==> config.mk <==
export PLATFORM = sky130hd
export DESIGN_NAME = sw_debounce_flat
export DESIGN_NICKNAME = d
export VERILOG_FILES = /design/src/rtl/sw_debounce_pkg.sv /design/src/rtl/sw_debounce_if.sv /design/src/rtl/sw_debounce_chan.sv /design/src/rtl/sw_debounce.sv /design/src/flat_wrapper.sv
export SDC_FILE = /design/constraint.sdc
export NUM_CORES = 1
export LEC_CHECK = 0
export BUFFER_PORTS_ARGS = -buffer_cell sky130_fd_sc_hd__buf_2
export CAP_MARGIN = 20
export CORE_UTILIZATION = 46
export DETAILED_ROUTE_END_ITERATION = 8
export MAX_ROUTING_LAYER = met4
export PLACE_DENSITY = 0.61
export SLEW_MARGIN = 20
export SYNTH_ARGS = -nofsm -noshare
export SYNTH_HDL_FRONTEND = slang
export SYNTH_HIERARCHICAL = 1
export SYNTH_SLANG_ARGS = --single-unit
==> constraint.sdc <==
create_clock -name clk -period 2.2 [get_ports clk]
set_input_delay 0.44 -clock clk [delete_from_list [all_inputs] [get_ports clk]]
set_output_delay 0.44 -clock clk [all_outputs]
set_load 0.03 [all_outputs]
==> src/rtl/sw_debounce_pkg.sv <==
// -----------------------------------------------------------------------------
// sw_debounce_pkg
// Shared types and constants for the switch debouncer.
//   state_t                  : per-channel debounce FSM state
//   DEBOUNCE_CYCLES_DEFAULT  : 1 ms at 12 MHz
//   DEBOUNCE_CYCLES_SIM      : short count for simulation
// -----------------------------------------------------------------------------
package sw_debounce_pkg;

   typedef enum logic [1:0] {
      STABLE_LO = 2'd0,
      RISE      = 2'd1,
      STABLE_HI = 2'd2,
      FALL      = 2'd3
   } state_t;

   localparam int DEBOUNCE_CYCLES_DEFAULT = 12000;
   localparam int DEBOUNCE_CYCLES_SIM     = 4;

endpackage

==> src/rtl/sw_debounce_if.sv <==
// -----------------------------------------------------------------------------
// sw_debounce_if
// Switch-side inputs and conditioned outputs of the debouncer.
//   sw_raw        : raw switch levels, asynchronous, 1 = pressed
//   sw_level      : debounced level per channel
//   sw_press      : one-cycle pulse on accepted 0->1
//   sw_release    : one-cycle pulse on accepted 1->0 (SW_DEBOUNCE_RELEASE_EN)
//   sw_any_press  : OR of sw_press, same cycle
// Modports: master = debouncer, slave = switch pins / downstream consumer.
// -----------------------------------------------------------------------------
interface sw_debounce_if #(
   parameter int N_SW = 4
);
   logic [N_SW-1:0] sw_raw;
   logic [N_SW-1:0] sw_level;
   logic [N_SW-1:0] sw_press;
`ifdef SW_DEBOUNCE_RELEASE_EN
   logic [N_SW-1:0] sw_release;
`endif
   logic            sw_any_press;

   modport master (
      input  sw_raw,
      output sw_level,
      output sw_press,
`ifdef SW_DEBOUNCE_RELEASE_EN
      output sw_release,
`endif
      output sw_any_press
   );

   modport slave (
      output sw_raw,
      input  sw_level,
      input  sw_press,
`ifdef SW_DEBOUNCE_RELEASE_EN
      input  sw_release,
`endif
      input  sw_any_press
   );
endinterface

==> src/rtl/sw_debounce_chan.sv <==
// -----------------------------------------------------------------------------
// sw_debounce_chan
// One switch channel: 2-flop synchroniser, 4-state debounce FSM, counter,
// registered level and event pulses.
//   clk, rst_n  : clock, asynchronous active-low reset
//   raw         : raw switch level (asynchronous)
//   level       : debounced level (registered)
//   press       : one-cycle pulse on accepted 0->1 (registered)
//   rel         : one-cycle pulse on accepted 1->0 (SW_DEBOUNCE_RELEASE_EN)
//   press_nxt   : next-cycle value of press, for the shared any-press flop
// -----------------------------------------------------------------------------
module sw_debounce_chan
   import sw_debounce_pkg::*;
#(
   parameter int DEBOUNCE_CYCLES = DEBOUNCE_CYCLES_DEFAULT
) (
   input  logic clk,
   input  logic rst_n,
   input  logic raw,
   output logic level,
   output logic press,
`ifdef SW_DEBOUNCE_RELEASE_EN
   output logic rel,
`endif
   output logic press_nxt
);

   localparam int              CNT_W   = $clog2(DEBOUNCE_CYCLES);
   localparam logic [CNT_W-1:0] CNT_MAX = CNT_W'(DEBOUNCE_CYCLES - 1);

   logic [1:0]       sync_q;
   logic             sync;
   state_t           state_q, state_d;
   logic [CNT_W-1:0] cnt_q, cnt_d;
   logic             level_q, level_d;
   logic             press_q, press_d;
`ifdef SW_DEBOUNCE_RELEASE_EN
   logic             rel_q, rel_d;
`endif

   assign sync = sync_q[1];

   // NOTE: every flop here, synchroniser included, takes the async reset so a
   // reset discards any pending count and leaves no stale sample behind.
   always_ff @(posedge clk or negedge rst_n) begin
      if (!rst_n) begin
         sync_q  <= '0;
         state_q <= STABLE_LO;
         cnt_q   <= '0;
         level_q <= 1'b0;
         press_q <= 1'b0;
`ifdef SW_DEBOUNCE_RELEASE_EN
         rel_q   <= 1'b0;
`endif
      end else begin
         // NOTE: non-blocking so every flop samples pre-edge values.
         sync_q  <= {sync_q[0], raw};
         state_q <= state_d;
         cnt_q   <= cnt_d;
         level_q <= level_d;
         press_q <= press_d;
`ifdef SW_DEBOUNCE_RELEASE_EN
         rel_q   <= rel_d;
`endif
      end
   end

   always_comb begin
      // NOTE: defaults first so no path through the case infers a latch.
      state_d = state_q;
      cnt_d   = cnt_q;
      level_d = level_q;
      press_d = 1'b0;
`ifdef SW_DEBOUNCE_RELEASE_EN
      rel_d   = 1'b0;
`endif
      unique case (state_q)
         STABLE_LO: begin
            if (sync) begin
               state_d = RISE;
               cnt_d   = CNT_W'(1);
            end
         end
         RISE: begin
            if (!sync) begin
               state_d = STABLE_LO;
               cnt_d   = '0;
            end else if (cnt_q == CNT_MAX) begin
               state_d = STABLE_HI;
               cnt_d   = '0;
               level_d = 1'b1;
               press_d = 1'b1;
            end else begin
               cnt_d = cnt_q + CNT_W'(1);
            end
         end
         STABLE_HI: begin
            if (!sync) begin
               state_d = FALL;
               cnt_d   = CNT_W'(1);
            end
         end
         FALL: begin
            if (sync) begin
               state_d = STABLE_HI;
               cnt_d   = '0;
            end else if (cnt_q == CNT_MAX) begin
               state_d = STABLE_LO;
               cnt_d   = '0;
               level_d = 1'b0;
`ifdef SW_DEBOUNCE_RELEASE_EN
               rel_d   = 1'b1;
`endif
            end else begin
               cnt_d = cnt_q + CNT_W'(1);
            end
         end
         default: begin
            state_d = STABLE_LO;
            cnt_d   = '0;
         end
      endcase
   end

   assign level     = level_q;
   assign press     = press_q;
`ifdef SW_DEBOUNCE_RELEASE_EN
   assign rel       = rel_q;
`endif
   assign press_nxt = press_d;

endmodule

==> src/rtl/sw_debounce.sv <==
// -----------------------------------------------------------------------------
// sw_debounce
// Synchronises and debounces N_SW switch inputs, producing clean levels and
// one-cycle press (and optionally release) events.
//   clk    : system clock, rising edge
//   rst_n  : asynchronous active-low reset
//   bus    : sw_debounce_if.master (sw_raw in; sw_level, sw_press,
//            sw_release, sw_any_press out)
// Build option: define SW_DEBOUNCE_RELEASE_EN to add sw_release and its logic.
// -----------------------------------------------------------------------------
module sw_debounce
   import sw_debounce_pkg::*;
#(
   parameter int N_SW            = 4,
   parameter int DEBOUNCE_CYCLES = DEBOUNCE_CYCLES_DEFAULT
) (
   input  logic            clk,
   input  logic            rst_n,
   sw_debounce_if.master   bus
);

   logic [N_SW-1:0] level_v;
   logic [N_SW-1:0] press_v;
   logic [N_SW-1:0] press_nxt_v;
`ifdef SW_DEBOUNCE_RELEASE_EN
   logic [N_SW-1:0] rel_v;
`endif
   logic            any_press_q;

   for (genvar g = 0; g < N_SW; g++) begin : g_chan
      sw_debounce_chan #(
         .DEBOUNCE_CYCLES (DEBOUNCE_CYCLES)
      ) u_chan (
         .clk       (clk),
         .rst_n     (rst_n),
         .raw       (bus.sw_raw[g]),
         .level     (level_v[g]),
         .press     (press_v[g]),
`ifdef SW_DEBOUNCE_RELEASE_EN
         .rel       (rel_v[g]),
`endif
         .press_nxt (press_nxt_v[g])
      );
   end

   // Registered from the channels' next-press terms so it lines up with the
   // per-channel pulses instead of trailing them by a cycle.
   always_ff @(posedge clk or negedge rst_n) begin
      if (!rst_n) any_press_q <= 1'b0;
      else        any_press_q <= |press_nxt_v;
   end

   assign bus.sw_level     = level_v;
   assign bus.sw_press     = press_v;
`ifdef SW_DEBOUNCE_RELEASE_EN
   assign bus.sw_release   = rel_v;
`endif
   assign bus.sw_any_press = any_press_q;

endmodule

==> src/flat_wrapper.sv <==
// flat-port wrapper written by rule: the top's interface ports become plain ports
module sw_debounce_flat import sw_debounce_pkg::*;
#(
   parameter int N_SW            = 4,
   parameter int DEBOUNCE_CYCLES = DEBOUNCE_CYCLES_DEFAULT
)
  (clk, rst_n, bus_sw_raw, bus_sw_level, bus_sw_press, bus_sw_any_press);
  sw_debounce_if #(.N_SW(N_SW)) bus_i ();
  input  logic clk;
  input  logic rst_n;
  input wire logic [$bits(bus_i.sw_raw)-1:0] bus_sw_raw;
  output wire logic [$bits(bus_i.sw_level)-1:0] bus_sw_level;
  output wire logic [$bits(bus_i.sw_press)-1:0] bus_sw_press;
  output wire logic [$bits(bus_i.sw_any_press)-1:0] bus_sw_any_press;
  assign bus_i.sw_raw = bus_sw_raw;
  assign bus_sw_level = bus_i.sw_level;
  assign bus_sw_press = bus_i.sw_press;
  assign bus_sw_any_press = bus_i.sw_any_press;
  sw_debounce #(.N_SW(N_SW), .DEBOUNCE_CYCLES(DEBOUNCE_CYCLES)) u_core (.clk(clk), .rst_n(rst_n), .bus(bus_i));
endmodule
==> impl_summary.txt <==
----------------------------------------------------
[Yosys]
  Post-Syn Instances ... 427
  Post-synth EDFFs ... 0
  Top-count cell post-synth ... dfrtp_1
  Syn Nets ... 438
  Prevailing post-synth register cell ... dfrtp_1
  Netlist area before placement ... 4250 µm²
  Avg Inst Size Synth ... 9.96 µm²
  Synth area leader ... dfrtp_1
  Fraction of synthesized cell area taken by the top area cell type ... 47.6%
  Post-synth cell types ... 60
  Number of warnings reported in the yosys synthesis log ... 6
  Flip-flop and latch count after synthesis ... roughly 80
  Share of the yosys chip area belonging to registers ... between 40% and 50%
  Main area contributors after synthesis ... dfrtp_1, a31oi_1, nand2_1, xor2_1, o21ai_0
  Top cell types by occurrence after synthesis ... dfrtp_1, nand2_1, a31oi_1, nor2_1, o21ai_0
  Fraction of registers with async set or reset after synthesis ... 100%

[Place]
  Placed wire-length estimate ... 5930 µm
  Number of input and output port buffers inserted ... 14
  Worst setup slack before clock tree synthesis ... 0.198 ns
  Final weighted congestion in routability-driven placement ... just under 0.9

[Global route]
  Total track usage ... roughly a fifth
  GRT Residual Overflow ... 0
  Global-route wire length before repair ... 15,300 µm
  Initial antenna violation count ... 0
  Largest net degree at the start of global routing ... 53
  Vias in the first global route ... between 3,000 and 4,000

[Drt]
  Detailed-route wire length ... 8690 µm
  First DRT Iteration DRCs ... 106
  Total vias in the final route ... 3,356
  Post-route DRC violation count ... 0
  Count of TritonRoute iterations in the first routing pass ... 4
  Routed Antenna Nets ... 0
  Post-detailed-route wirelength per cell ... 15.8 µm
  Post-detailed-route via-to-cell ratio ... 6.09

[Clocking]
  Clock latency on the worst-skew pair ... roughly 0.35 ns
  Resize count post-CTS ... 0
  Number of hold buffers added after CTS ... 0
  Deepest clock path buffer count ... 2
  Clock tree from TritonCTS ... done
  Number of clock sinks seen by CTS ... 81
  Post-CTS setup-driven buffer insertion count ... 0
  TritonCTS buffer count ... 9
  Clk Tree Root Cell ... clkbuf_8
  Clock Pin Slew Worst Setup and Hold Paths ... around 0.080 ns
  H-tree depth ... 3

[Critical path]
  Critical path type ... reg -> reg
  CP startpoint kind ... flop
  Endpoint required time on the critical path ... 2.44 ns
  Critical path capture point type ... flop
  Data arrival at the endpoint of the critical path ... 2.28 ns
  Crit-path max FO ... 9

[Timing]
  Final cycle utilization of the critical path ... slightly above 90%
  Post-route worst setup slack ... 0.156 ns
  Final sum of negative setup slack ... 0 ns
  RSZ-0062 raised after global routing ... false
  Achievable Freq ... around 490 MHz
  Number of setup violations in the final report ... 0
  Post-route minimum period ... slightly above 2 ns
  Fin Clk Skew ... about 0.010 ns
  Hold Fails Final Rpt ... 0
  Measured slew at the worst slew-check pin ... 0.649 ns
  Relative max-transition margin ... between 50 and 60%
  Total count of max-transition violations in the final report ... 0

[Run status]
  Result of the run ... finished clean

[Min path]
  Hold/Removal Path Class ... in -> async

[Cells and area]
  Multi-input combinational cell area ... 2040 µm²
  Total number of nets in the final design ... 450
  Layout fillers ... 797
  Core utilization of the finished layout ... 52.0%
  Ratio of cells with drive above 1 in the final layout ... 11.3%
  Area Growth Syn to Fin ... 8.15%
  Antenna cells ... 0
  Seq. cell area ... approximately 2000 µm²

[Floorplanning]
  Site row count ... 34
  Area inside the core boundary ... 8850 µm²
  Starting density of the core ... 48.1%
  Die area ... 9640 µm²
  Top-Level Pins ... 15
  Horiz. Die Dim ... 98.2 µm
  Vert. Die Dim ... 98.2 µm

[Pwr]
  Leakage power ... 0.00202 µW
  Power per standard cell area ... between 700 and 800 nW/µm²
  Maximum ir drop on the vdd rail ... 0.000502 V
  Overall power ... 3570 µW

[Run]
  Number of max-cap violations ... 0

----------------------------------------------------
==> cell usage in the layout (no fill, tap or decap), types with 6 or more instances in the layout <==
cell / count
dfrtp_1: 81
nand2_1: 36
nor2_1: 27
a31oi_1: 27
o21ai_0: 21
nand3_1: 19
nand4_1: 15
inv_1: 14
buf_2: 13
xor2_1: 13
nor3_1: 12
clkbuf_8: 11
and4_1: 11
and2_1: 10
or4_1: 8
and3_1: 8
a21oi_1: 8
nor4_1: 6
a22o_1: 6
==> metrics by stage <==
step                instance area (µm²)  hold WS, ns  cells
floorplan                          4250        0.144    427
global placement                   4370        0.333    536
detailed placement                 4370        0.335    536
CTS                                4600       0.0146    551
global route                       4600       0.0292    551
finish                             4600       0.0140    551
==> state kept, by name, indices dropped and copies added, names as in the netlist, named ones only <==
register and cells:
u_core/g_chan.u_chan/level 4, u_core/g_chan.u_chan/press 4, u_core/g_chan.u_chan/cnt_q 56, u_core/g_chan.u_chan/sync_q 8
u_core/g_chan.u_chan/state_q 4, u_core/bus.sw_any_press 1
==> where the power goes <==
part           internal, µW  switching [µW]  total [µW]
clock                   697             528        1220
sequential             1600             160        1760
combinational           215             370         585
total                  2510            1060        3570
==> kinds of logic after synthesis <==
family / count (synthesis) / share of synthesized area, %
AO/OA/AOI/OAI: 111 / 18.2
XOR/XNOR: 17 / 3.68
adder cells (fa/ha/maj): 5 / 1.47
buffers and inverters: 31 / 4.32
flip-flops: 81 / 47.6
multiplexers: 3 / 0.735
AND/OR/NAND/NOR: 179 / 24.0
==> worst max-delay path: stages, from the launching register on <==
cell	delay [ns]
dfrtp_1	0.41
ha_1	0.22
and4_1	0.33
nand4_1	0.32
buf_4	0.28
a31o_2	0.19
a22o_1	0.17
==> layout make-up <==
type | instances | share of cell area (%)
timing repair buffer | 18 | 2.50
multi-input combinational | 315 | 44.4
clock inverter | 4 | 1.66
tap | 108 | 2.94
clock buffer | 11 | 3.29
sequential | 81 | 44.1
inverter | 14 | 1.14
==> metal layers <==
metal  vias up  wire (µm)  track usage, %
met5         -          0               -
met4         0        117            6.54
met3         7        291            4.22
met2        57       3830            29.6
met1      1630       4450            28.7
li1       1662          -               -
==> worst paths after layout <==
check	startpoint	endpoint	slack, ns	cells after the start
setup / recovery	u_core/g_chan[2].u_chan/cnt_q[0]	u_core/g_chan[2].u_chan/cnt_q[3]	0.16	6
hold / removal	rst_n	u_core/g_chan[3].u_chan/cnt_q[9]	0.01	1
setup reg to reg	u_core/g_chan[2].u_chan/cnt_q[0]	u_core/g_chan[2].u_chan/cnt_q[3]	0.16	6
hold reg to reg	u_core/g_chan[2].u_chan/sync_q[0]	u_core/g_chan[2].u_chan/sync_q[1]	0.35	0
max in group asynchronous	rst_n	u_core/g_chan[2].u_chan/cnt_q[10]	1.58	2
min in group clk	bus_sw_raw[2]	u_core/g_chan[2].u_chan/sync_q[0]	0.19	1
No activity file was read; power rests on OpenSTA's default activity.
